### src/rtl/mult_insertion.sv
// ---------------------------------------------------------------------------
// mult_insertion
//
// Write-side counterpart of the RLS word-select mux. This block builds and
// holds a packed N-bit vector made of NW = N/nBits words, each nBits wide.
// Word i sits at out[i*nBits +: nBits] with [0:N-1] (MSB-first) indexing, so
// word 0 occupies the leftmost bits.
//
// Words can be loaded in two ways:
//   - an auto-incrementing stream with a valid/ready handshake
//     (start / in_valid / in_ready / in_data), or
//   - direct addressed writes (wr_en / wr_sel / wr_data).
//
// Ports:
//   clk       system clock; all state updates on the rising edge
//   rst       synchronous, active-high reset
//   start     one-cycle pulse; restarts the stream fill at word 0
//   in_valid  a stream word is present on in_data
//   in_ready  the block can accept a stream word (combinational from state)
//   in_data   stream word, [0:nBits-1]
//   wr_en     addressed write strobe
//   wr_sel    addressed word index
//   wr_data   addressed write word, [0:nBits-1]
//   out       packed vector, [0:N-1]
//   count     index of the next stream word (0..NW)
//   full      all NW words filled by the stream since the last start/reset
//   done      one-cycle pulse on the cycle full rises
//   sel_err   one-cycle pulse for an out-of-range addressed write
// ---------------------------------------------------------------------------
module mult_insertion #(
  parameter int N     = 100,
  parameter int nBits = 32
) (
  input  logic             clk,
  input  logic             rst,
  input  logic             start,
  input  logic             in_valid,
  output logic             in_ready,
  input  logic [0:nBits-1] in_data,
  input  logic             wr_en,
  input  logic [31:0]      wr_sel,
  input  logic [0:nBits-1] wr_data,
  output logic [0:N-1]     out,
  output logic [31:0]      count,
  output logic             full,
  output logic             done,
  output logic             sel_err
);

  localparam int NW = N / nBits;

  typedef enum logic {
    FILL = 1'b0,
    FULL = 1'b1
  } state_t;

  state_t          state_q, state_d;
  logic [0:N-1]    out_q, out_d;
  logic [31:0]     count_q, count_d;
  logic            full_q, full_d;
  logic            done_q, done_d;
  logic            sel_err_q, sel_err_d;
  logic            xfer;

  // Ready depends on state only, never on the inputs, so no combinational
  // path exists from in_valid back to in_ready.
  assign in_ready = (state_q == FILL);
  assign xfer     = in_valid && in_ready;

  // Next-state and datapath logic.
  always_comb begin
    // NOTE: every variable gets a default before any branch, so no path
    // through this block leaves a value unassigned and no latch is inferred.
    state_d   = state_q;
    out_d     = out_q;
    count_d   = count_q;
    full_d    = full_q;
    done_d    = 1'b0;
    sel_err_d = 1'b0;

    // Stream transfer: write the word at the current count, then advance.
    // Tail bits beyond NW*nBits are never addressed by these loops.
    if (xfer) begin
      for (int i = 0; i < NW; i++) begin
        if (count_q == i) begin
          out_d[i*nBits +: nBits] = in_data;
        end
      end
      if (count_q == NW - 1) begin
        count_d = NW;
        state_d = FULL;
        full_d  = 1'b1;
        done_d  = 1'b1;
      end else begin
        count_d = count_q + 32'd1;
      end
    end

    // Addressed write comes after the stream write so that it wins when both
    // target the same word; count still advances from the stream side.
    if (wr_en) begin
      if (wr_sel < NW) begin
        for (int i = 0; i < NW; i++) begin
          if (wr_sel == i) begin
            out_d[i*nBits +: nBits] = wr_data;
          end
        end
      end else begin
        sel_err_d = 1'b1;
      end
    end

    // start overrides the count/state bookkeeping (including a final
    // transfer in the same cycle) but keeps any word just written.
    if (start) begin
      count_d = 32'd0;
      full_d  = 1'b0;
      done_d  = 1'b0;
      state_d = FILL;
    end
  end

  // State register with synchronous reset; reset has priority over all inputs.
  always_ff @(posedge clk) begin
    // NOTE: sequential state uses non-blocking assignments so every register
    // samples the pre-edge values regardless of statement order.
    if (rst) begin
      state_q   <= FILL;
      out_q     <= '0;
      count_q   <= 32'd0;
      full_q    <= 1'b0;
      done_q    <= 1'b0;
      sel_err_q <= 1'b0;
    end else begin
      state_q   <= state_d;
      out_q     <= out_d;
      count_q   <= count_d;
      full_q    <= full_d;
      done_q    <= done_d;
      sel_err_q <= sel_err_d;
    end
  end

  assign out     = out_q;
  assign count   = count_q;
  assign full    = full_q;
  assign done    = done_q;
  assign sel_err = sel_err_q;

endmodule

### config.mk
export PLATFORM = sky130hd
export DESIGN_NAME = mult_insertion
export DESIGN_NICKNAME = d
export VERILOG_FILES = /design/src/rtl/mult_insertion.sv
export SDC_FILE = /design/constraint.sdc
export NUM_CORES = 1
export LEC_CHECK = 0
export ABC_AREA = 1
export BUFFER_PORTS_ARGS = -buffer_cell sky130_fd_sc_hd__buf_2
export CAP_MARGIN = 20
export CORE_MARGIN = 2
export CORE_UTILIZATION = 25
export CTS_CLUSTER_DIAMETER = 80
export DETAILED_ROUTE_END_ITERATION = 7
export GPL_TIMING_DRIVEN = 0
export PLACE_DENSITY = 0.51
export SYNTH_ARGS = -nofsm -noshare
export SYNTH_HDL_FRONTEND = slang
export SYNTH_SLANG_ARGS = --single-unit
### constraint.sdc
create_clock -name clk -period 2.15 [get_ports clk]
set_clock_uncertainty 0.05 [all_clocks]
set_input_delay 0.215 -clock clk [delete_from_list [all_inputs] [get_ports clk]]
set_output_delay 0.215 -clock clk [all_outputs]
set_load 0.05 [all_outputs]
==> impl_metrics.tcl, run 1 <==
set metrics [dict create \
    grt_setup_unrepaired "no" \
    synth.cell_area_mm2 0.00794 \
    grt_pass1_vias 8633 \
    placedInstanceArea_mm2 0.00961 \
    htreeDepth 4 \
    grt_max_degree 17 \
    first_iter_violations 881 \
    clockBufferDepth 2 \
    postRouteAntennaNets 0 \
    area_delta_synth_final_pct 29.4 \
    slew_headroom_pct 47.3 \
    final_area_mm2 0.0103 \
    hp-class "primary input to register" \
    synth_top_cell_by_area "dfxtp_1" \
    yosysUniqueCellTypes 34 \
    slew_viol_final 0 \
    track_usage_pct 19.4 \
    synth_top_area_share_pct 33.0 \
    hold_depth 3 \
    clk_latency_ns 0.43 \
    coreArea_mm2 0.0314 \
    filler_cell_count 3590 \
    final_nets 1710 \
    drive_above_1_share_pct 21.6 \
    dp_hpwl_mm 24.9 \
    path_clk_slew_ns 0.07 \
    port_buffers 232 \
    yosysMostFrequentCell "nor2_1" \
    setup_ws_ns 0.160 \
    synth_seq_cells 131 \
    viasPerCell 4.61 \
    root_buffer "clkbuf_16" \
    grt.overflow.total 0 \
    ioPinCount 237 \
    routed_wl_mm 32.7 \
    cellLeakagePower_nw 5.36 \
    antenna_found_initial 2 \
    die_y_um 182 \
    cp_data_arrival_time_ns 2.27 \
    cts_tree "done" \
    drc 0 \
    cp_num_buf_inv 2 \
    worst-setup-path-type "register to register" \
    setup_violations 0 \
    cp_data_required_time_ns 2.43 \
    die_area_mm2 0.0332 \
    synth-seq-area-share_pct 33.0 \
    place.gp.congestion 0.849 \
    p_total_mw 6.61 \
    worst_path_largest_cell_delay_ns 0.38 \
    first_pass_iters 8 \
    synth_ff_type "dfxtp_1" \
    rows 65 \
    synth_cells 1351 \
    period_minus_slack_ns 1.99 \
    start_util_pct 25.3 \
    post-route-period-util_pct 92.6 \
    chipWidth_um 182 \
    synth_area_leaders "dfxtp_1 (33%), nor2_1 (15%), nand3_1 (13%)" \
    cts_buffers 17 \
    grt_pass1_wl_mm 49.5 \
    utilization_pct 32.7 \
    synth.avg_cell_area_um2 5.88 \
    vdd_drop_max_uv 540 \
    slowest_stage "dfxtp_1" \
    hold_start "wr_en" \
    route.vias.total 9324 \
    crit_family "simple AND/OR/NAND/NOR gates" \
    cap_violations 0 \
    worst-path-stages 10 \
    cp-end-kind "register" \
    synthTopCellsByCount "nor2_1 (307), nand2_1 (278), nand3_1 (213)" \
    regArea_mm2 0.00262 \
    crit_chain "nor2_1 -> nand2_1 -> nor2_1 -> nand2_1 -> nor2_2 -> buf_4 -> buf_2 -> a21oi_1 -> nor2_1 -> nor2_1" \
    multiInputGateArea_mm2 0.00425 \
    synthArstFlopShare_pct 0 \
    cp_max_fo 10 \
    crit_path_start_kind "register" \
    clock-sinks 131 \
    worstRegToRegCells 10 \
    yosysWarnings 0 \
    tightest_slew_ns 0.788 \
    critPathMostFrequentCell "nor2_1" \
    power_per_cell_area_mw_per_mm2 643 \
    crit_path_start "count[23]$_SDFFE_PP0P_" \
    cts_hold_buf 0 \
    synth_edf_count 0 \
    pre_cts_ws_ns -0.110 \
    routedWlPerCell_um 16.2 \
    max_freq_mhz 502 \
    rr_startpoint "count[23]$_SDFFE_PP0P_" \
    hold_viol_final 0 \
    status "finished clean" \
]
-- power by group --
group | leakage, nW | switching [mW] | total, mW | internal [mW]
registers | 1.06 | 0.0321 | 2.52 | 2.49
clock network | 0.301 | 1.28 | 3.15 | 1.87
logic | 4.00 | 0.682 | 0.940 | 0.258
-- cell families after synthesis --
kind of cell | count (synthesis) | synth area share (%)
DFF | 131 | 33.0
adders and majority gates | 4 | 0.630
buffers and inverters | 261 | 13.9
and+or+nand+nor | 836 | 44.5
other | 1 | 0.0472
xor gates and xnor gates | 9 | 0.993
AOI/OAI and AO/OA | 109 | 6.95
-- worst reg2reg max path, delay by kind of cell, from the launching register on --
family | cells | cell delay (ns)
simple gates | 7 | 0.85
buf+inv | 2 | 0.51
flops | 1 | 0.38
compound gates | 1 | 0.11
-- layer usage --
metal  up-vias  global-route usage, %  part of all wire (%)
met5         -                      0                     0
met4         0                   6.45                   2.1
met3        46                   3.13                   6.9
met2       410                   32.3                    46
met1      4166                   25.6                    45
li1       4702                      -                     -
-- state kept, by name, summed over array words and instances, names as in the netlist --
name and flops:
full 1, count 32, done 1, sel_err 1, out 96
-- placed cells by master, fill, tap and decap left out, types with 2 or more instances in the layout --
master,Yosys,routed
inv_1,170,170
inv_2,4,4
nor2_4,2,4
clkbuf_1,28,19
clkbuf_2,0,9
ha_1,4,4
buf_1,2,2
nand3_2,3,3
dfxtp_1,131,131
nor2_1,307,305
clkbuf_16,0,17
bufinv_16,0,3
nand3_1,213,213
clkinv_4,0,5
conb_1,1,4
xor2_1,4,4
nand4_1,10,10
buf_2,35,265
diode_2,0,2
a21oi_1,103,103
or2_2,2,2
clkinv_2,0,2
nor3b_1,2,2
clkbuf_4,0,2
o21ai_0,2,2
clkinv_1,2,2
nor3_1,8,8
inv_6,0,3
nand2_1,278,278
buf_4,19,19
xnor2_1,5,5
nor2_2,5,5
-- stage by stage --
stage / setup TNS (ns) / hold WS, ns / std cells
floorplan: 0 / 0.306 / 1354
global placement: -1.61 / 0.414 / 1988
detailed placement: -1.99 / 0.422 / 1988
CTS: 0 / 0.00292 / 2020
global route: 0 / 0.0149 / 2022
finish: 0 / 0.0169 / 2022
-- cell type report --
type | instances | area share [%]
Inverter | 176 | 6.43
Timing Repair Buffer | 232 | 11.3
Clock inverter | 14 | 1.73
Clock buffer | 18 | 4.28
Multi-Input combinational cell | 962 | 41.3
Buffer | 85 | 4.46
Sequential cell | 131 | 25.5
Antenna cell | 2 | 0.0487
Tap cell | 402 | 4.90
-- path summary, 6_finish.rpt --
| kind | slack (ns) | endpoint |
|---|---|---|
| setup reg to reg | 0.16 | out[61]$_SDFF_PP0_ |
| hold / removal | 0.02 | sel_err$_SDFF_PP0_ |
| hold reg to reg | 0.44 | full$_SDFFE_PP0P_ |
| setup / recovery | 0.16 | out[61]$_SDFF_PP0_ |
-- timing repair --
item / 4_1_cts / 5_1_grt
gates resized for setup: 1 / 24
setup buffers: 0 / 0
hold endpoints to repair: 0 / 0
endpoints found under the setup margin: 30 / 87
No activity file was read; power rests on OpenSTA's default activity.
==> run 2, diff against run 1 <==
--- a/config.mk
+++ b/config.mk
@@ -14,6 +14,7 @@
 export DETAILED_ROUTE_END_ITERATION = 7
 export GPL_TIMING_DRIVEN = 0
 export PLACE_DENSITY = 0.51
+export RECOVER_POWER = 25
 export SYNTH_ARGS = -nofsm -noshare
 export SYNTH_HDL_FRONTEND = slang
 export SYNTH_SLANG_ARGS = --single-unit
==> constraint.sdc (replaced) <==
create_clock -name clk -period 2.15 [get_ports clk]
set_clock_uncertainty 0.05 [all_clocks]
set_input_delay 0.1075 -clock clk [delete_from_list [all_inputs] [get_ports clk]]
set_output_delay 0.1075 -clock clk [all_outputs]
set_load 0.05 [all_outputs]
==> run 2 against run 1 <==
Critical path depth is 2 lower. Wire length is 0.65% higher. Critical path type unchanged. Worst setup slack worse by 0.015 ns. Via count is 0.99% higher. Design area is 0.73% higher. Hold slack worse by 0.0064 ns. Largest cell class unchanged. Sequential share of layout area is 0.19 points lower.
==> impl_metrics.tcl, run 2 (synthesized netlist as in run 1, its figures left out) <==
set metrics [dict create \
    status "finished clean" \
    setup_violations 0 \
    route.vias.total 9416 \
    routed_wl_mm 32.9 \
    cap_violations 0 \
    antenna_found_initial 0 \
    slew_viol_final 0 \
    grt_pass1_vias 8701 \
    htreeDepth 4 \
    track_usage_pct 19.5 \
    tightest_slew_ns 0.753 \
    path_clk_slew_ns 0.07 \
    viasPerCell 4.62 \
    root_buffer "clkbuf_16" \
    cp_data_required_time_ns 2.43 \
    coreArea_mm2 0.0314 \
    rows 65 \
    area_delta_synth_final_pct 30.3 \
    clk_latency_ns 0.43 \
    final_nets 1726 \
    clock-sinks 131 \
    start_util_pct 25.3 \
    cellLeakagePower_nw 5.16 \
    grt_pass1_wl_mm 49.7 \
    utilization_pct 33.0 \
    max_freq_mhz 499 \
    power_per_cell_area_mw_per_mm2 639 \
    grt_max_degree 17 \
    filler_cell_count 3605 \
    die_y_um 182 \
    clockBufferDepth 2 \
    first_pass_iters 6 \
    cp_data_arrival_time_ns 2.28 \
    port_buffers 232 \
    grt.overflow.total 0 \
    chipWidth_um 182 \
    place.gp.congestion 0.849 \
    vdd_drop_max_uv 538 \
    die_area_mm2 0.0332 \
    crit_path_start_kind "register" \
    post-route-period-util_pct 93.3 \
    period_minus_slack_ns 2.01 \
    largest_register_ffs 96 \
    drc 0 \
    hold-worst-slack_ns 0.0105 \
    layout_commonest_cell "nor2_1" \
    cts_tree "done" \
    drive_above_1_share_pct 17.4 \
    worst-setup-path-type "register to register" \
    ioPinCount 237 \
    slew_headroom_pct 49.6 \
    hold_viol_final 0 \
    first_iter_violations 789 \
    post_cts_buffers 0 \
    hp-class "primary input to register" \
    cp-end-kind "register" \
    final_cell_mix "nor2_1 (305), nand2_1 (278), nand3_1 (213)" \
    postRouteAntennaNets 0 \
    n_antenna_cell 0 \
    dp_hpwl_mm 24.9 \
    routedWlPerCell_um 16.2 \
    cp_max_fo 10 \
    cts_buffers 17 \
    grt_setup_unrepaired "no" \
]
## run 2: cell count changes in the layout (fill, tap and decap cells not counted)
cell / previous run / this run
buf_2: 265 / 201
inv_1: 170 / 171
dlygate4sd3_1: 0 / 16
diode_2: 2 / 0
inv_2: 4 / 3
clkbuf_1: 19 / 83
## run 2: worst max-delay path: stages (launching register included)
cell      delay [ns]
dfxtp_1         0.35
inv_1           0.14
ha_1            0.17
inv_1           0.06
nor2_4          0.37
clkbuf_1        0.45
a21oi_1         0.13
nor2_1          0.13
nor2_1          0.05
## run 2: where the power goes
part | internal, mW | total [mW] | leakage, nW | switching (mW)
registers | 2.49 | 2.52 | 1.06 | 0.0337
clock network | 1.87 | 3.14 | 0.301 | 1.27
logic | 0.264 | 0.952 | 3.80 | 0.689
## run 2: final cells by class
| type | instances | area (µm²) | share of cell area [%] |
|---|---|---|---|
| multi-input cells | 962 | 4250 | 41.0 |
| flip-flops and latches | 131 | 2620 | 25.3 |
| repair buffers | 248 | 1240 | 12.0 |
| inverters | 176 | 661 | 6.38 |
| well taps | 402 | 503 | 4.86 |
| plain buffers | 85 | 458 | 4.43 |
| clock buffers | 18 | 439 | 4.24 |
| clock inverters | 14 | 178 | 1.72 |
## run 2: worst paths after layout
kind | start | endpoint | slack, ns | cells past startpoint
max | count[0]$_SDFFE_PP0P_ | out[23]$_SDFF_PP0_ | 0.14 | 8
min reg2reg | full$_SDFFE_PP0P_ | full$_SDFFE_PP0P_ | 0.44 | 2
max reg2reg | count[0]$_SDFFE_PP0P_ | out[23]$_SDFF_PP0_ | 0.14 | 8
min | wr_data[22] | out[86]$_SDFF_PP0_ | 0.01 | 5
## run 2: through the flow
stage | instance area (µm²) | setup TNS (ns) | power [mW] | cells | setup slack [ns]
6_report | 10300 | 0 | 6.62 | 2036 | 0.145
5_1_grt | 10300 | 0 | 6.85 | 2036 | 0.00442
4_1_cts | 10400 | 0 | 6.68 | 2036 | 0.0103
3_5_place_dp | 9610 | -1.99 | 3.50 | 1988 | -0.110
3_3_place_gp | 9610 | -1.61 | 3.50 | 1988 | -0.110
2_1_floorplan | 7950 | 0 | 3.16 | 1354 | 0.117
## run 2: routing by layer
layer	vias to the layer above	GRT usage (%)	part of all wire [%]
met4	0	6.03	1.8
met3	36	3.21	6.5
met1	4235	25.6	45
met5	-	0	0
met2	413	32.6	46
li1	4732	-	-
## run 2: repair_timing
item,in CTS,in global routing
hold buffers,16,0
hold endpoints to repair,25,0
gates cloned,0,0
endpoints found under the setup margin,30,87
gates resized for setup,1,24
==> run 3, diff against run 2 <==
--- a/config.mk
+++ b/config.mk
@@ -5,7 +5,6 @@
 export SDC_FILE = /design/constraint.sdc
 export NUM_CORES = 1
 export LEC_CHECK = 0
-export ABC_AREA = 1
 export BUFFER_PORTS_ARGS = -buffer_cell sky130_fd_sc_hd__buf_2
 export CAP_MARGIN = 20
 export CORE_MARGIN = 2
@@ -13,7 +12,7 @@
 export CTS_CLUSTER_DIAMETER = 80
 export DETAILED_ROUTE_END_ITERATION = 7
 export GPL_TIMING_DRIVEN = 0
-export PLACE_DENSITY = 0.51
+export PLACE_DENSITY = 0.53
 export RECOVER_POWER = 25
 export SYNTH_ARGS = -nofsm -noshare
 export SYNTH_HDL_FRONTEND = slang
==> constraint.sdc (replaced) <==
create_clock -name clk -period 2.15 [get_ports clk]
set_clock_uncertainty 0.05 [all_clocks]
set_input_delay 0 -clock clk [delete_from_list [all_inputs] [get_ports clk]]
set_output_delay 0 -clock clk [all_outputs]
set_load 0.05 [all_outputs]
==> run 3 against run 2 <==
Global-route usage is 1.8 points lower. Hold slack better by 0.018 ns. Worst setup slack got worse by 0.14 ns. Via count is 34% lower. Combinational power shrank 9.2%. Critical path depth is 2 lower. Synthesized cell count shrank 51%. Count of clock-buffer cells in the layout unchanged. Sequential cell count unchanged. Area after synthesis shrank 23%. Design area fell by 9.2%.
==> impl_metrics.tcl, run 3 <==
set metrics [dict create \
    antenna_found_initial 0 \
    cts_tree "done" \
    slew_viol_final 0 \
    rows 57 \
    final_nets 1098 \
    cellLeakagePower_nw 3.95 \
    cap_violations 0 \
    first_pass_iters 5 \
    track_usage_pct 17.7 \
    path_clk_slew_ns 0.07 \
    drc 0 \
    post-route-period-util_pct 99.8 \
    hold_start "wr_sel[1]" \
    layout_commonest_cell "buf_2" \
    hold-worst-slack_ns 0.0287 \
    place.gp.congestion 0.785 \
    postRouteAntennaNets 0 \
    yosysUniqueCellTypes 38 \
    synth_ff_type "dfxtp_1" \
    setup_violations 0 \
    chipWidth_um 160 \
    multiInputGateArea_mm2 0.00339 \
    root_buffer "clkbuf_16" \
    coreArea_mm2 0.0242 \
    grt_max_degree 17 \
    clk_latency_ns 0.42 \
    placed_cells 1219 \
    reg2reg_slack_ns 0.004 \
    route.vias.total 6215 \
    cp_data_arrival_time_ns 2.43 \
    synth_area_leaders "dfxtp_1 (43%), mux2i_1 (16%), a211oi_1 (9.8%)" \
    routed_wl_mm 23.5 \
    synth.avg_cell_area_um2 9.28 \
    max_freq_mhz 466 \
    hold_end "out[95]$_SDFF_PP0_" \
    grt_pass1_vias 6156 \
    hp-class "primary input to register" \
    synth-seq-area-share_pct 42.8 \
    status "finished clean" \
    synth_seq_cells 131 \
    final_cell_mix "buf_2 (187), nor2_1 (115), dfxtp_1 (102)" \
    slowest_stage "or4_4" \
    yosysMostFrequentCell "dfxtp_1" \
    rr_startpoint "count[19]$_SDFFE_PP0P_" \
    synthArstFlopShare_pct 0 \
    synth.cell_area_mm2 0.00612 \
    filler_cell_count 2483 \
    cp_max_fo 10 \
    hold_depth 3 \
    worstRegToRegCells 6 \
    area_delta_synth_final_pct 53.4 \
    hold_viol_final 0 \
    first_iter_violations 262 \
    slew_headroom_pct 51.4 \
    r2r-end "out[46]$_SDFF_PP0_" \
    layout.cells.non_filler 1329 \
    cp_data_required_time_ns 2.43 \
    port_buffers 232 \
    regArea_mm2 0.00268 \
    tightest_slew_ns 0.729 \
    cts_buffers 17 \
    routedWlPerCell_um 17.7 \
    cp_num_buf_inv 1 \
    p_total_mw 6.29 \
    synth_top_cell_by_area "dfxtp_1" \
    grt_pass1_wl_mm 35.4 \
    cp-end-kind "register" \
    clockBufferDepth 2 \
    worst-setup-path-type "register to register" \
    dp_hpwl_mm 16.7 \
    synth_cells 660 \
    crit_chain "nor4_4 -> nand4_4 -> or4_4 -> buf_12 -> mux2i_1 -> a211oi_1" \
    htreeDepth 4 \
    power_per_cell_area_mw_per_mm2 670 \
    die_area_mm2 0.0258 \
    drive_above_1_share_pct 30.8 \
    crit_path_start_kind "register" \
    synth_top_area_share_pct 42.8 \
    ioPinCount 237 \
    synthTopCellsByCount "dfxtp_1 (131), nor2_1 (115), mux2i_1 (96)" \
    synth_edf_count 0 \
    viasPerCell 4.68 \
    grt.overflow.total 0 \
    die_y_um 160 \
    utilization_pct 38.9 \
    vdd_drop_max_uv 393 \
    n_antenna_cell 0 \
    crit_family "simple AND/OR/NAND/NOR gates" \
    worst_path_largest_cell_delay_ns 0.62 \
    start_util_pct 25.3 \
    yosysWarnings 0 \
    period_minus_slack_ns 2.15 \
    grt_setup_unrepaired "yes" \
    clock-sinks 131 \
    largest_register_ffs 96 \
]
-- run 3: cell count changes after synthesis, moves of 17 or more --
cell      before  now
nand3_1      213   13
a211oi_1       0   80
nand2_1      278   21
inv_1        170    8
nor4_1         0   19
mux2i_1        0   96
nor2_1       307  115
buf_2         35    5
o21bai_1       1   18
a21oi_1      103   18
-- run 3: worst max path at each step --
stage | depth (start not counted) | startpoint | slack (ns) | end
final | 6 | count[19]$_SDFFE_PP0P_ | 0.004 | out[46]$_SDFF_PP0_
after detailed placement | 7 | full$_SDFFE_PP0P_ | -0.41 | out[13]$_SDFF_PP0_
after floorplan | 7 | count[30]$_SDFFE_PP0P_ | -0.02 | out[32]$_SDFF_PP0_
after CTS | 6 | count[19]$_SDFFE_PP0P_ | -0.03 | out[46]$_SDFF_PP0_
after global routing | 6 | count[21]$_SDFFE_PP0P_ | -0.09 | out[32]$_SDFF_PP0_
after global placement | 7 | full$_SDFFE_PP0P_ | -0.40 | out[15]$_SDFF_PP0_
-- run 3: per-layer routing --
metal	GRT usage, %	vias up	share of wire (%)	routed length (µm)
met5	0	-	0	0
met4	4.87	0	1.6	366
met3	5.45	24	6.6	1540
met2	29.8	206	48	11300
met1	21.8	2931	44	10200
li1	-	3054	-	-
-- run 3: metrics by stage --
stage                     area [µm²]  setup slack, ns  TNS [ns]
after detailed placement        7830           -0.415    -34.27
after CTS                       9190          -0.0296   -0.0498
final                           9390          0.00363         0
after global routing            9390          -0.0862     -2.23
after floorplan                 6270          -0.0188    -0.563
after global placement          7830           -0.401    -32.56
-- run 3: logic make-up after synthesis --
group,share of synthesized area [%]
DFF,42.8
other,0.0613
AOI/OAI and AO/OA,13.9
and+or+nand+nor,17.5
xor gates and xnor gates,4.29
muxes,15.7
buffers and inverters,4.95
adders and majority gates,0.818
-- run 3: area by class of cell --
cell class,count,share of cell area [%]
well taps,324,4.32
flip-flops and latches,131,28.5
clock buffers,18,4.57
repair buffers,313,20.8
multi-input cells,471,36.1
inverters,8,0.360
plain buffers,51,3.82
clock inverters,13,1.57
-- run 3: power by group --
part / switching [mW] / total, mW / internal [mW]
Combinational: 0.521 / 0.864 / 0.343
Clock: 1.20 / 2.92 / 1.72
Sequential: 0.0339 / 2.51 / 2.48
Total: 1.75 / 6.29 / 4.54
-- run 3: repair_timing --
action	CTS	global route
buffers inserted	8	3
resized for setup	10	52
pin swaps	7	1
endpoints found under the setup margin	124	124
cloned	0	3
endpoints found under the hold margin	101	0
hold buffers	67	0
-- run 3: worst reg2reg max path: cells and delay by family, from the launching register on --
family	cells	cell delay, ns
AO/OA/AOI/OAI	1	0.24
buffers and inverters	1	0.19
flip-flops	1	0.37
multiplexers	1	0.12
AND/OR/NAND/NOR	3	1.09
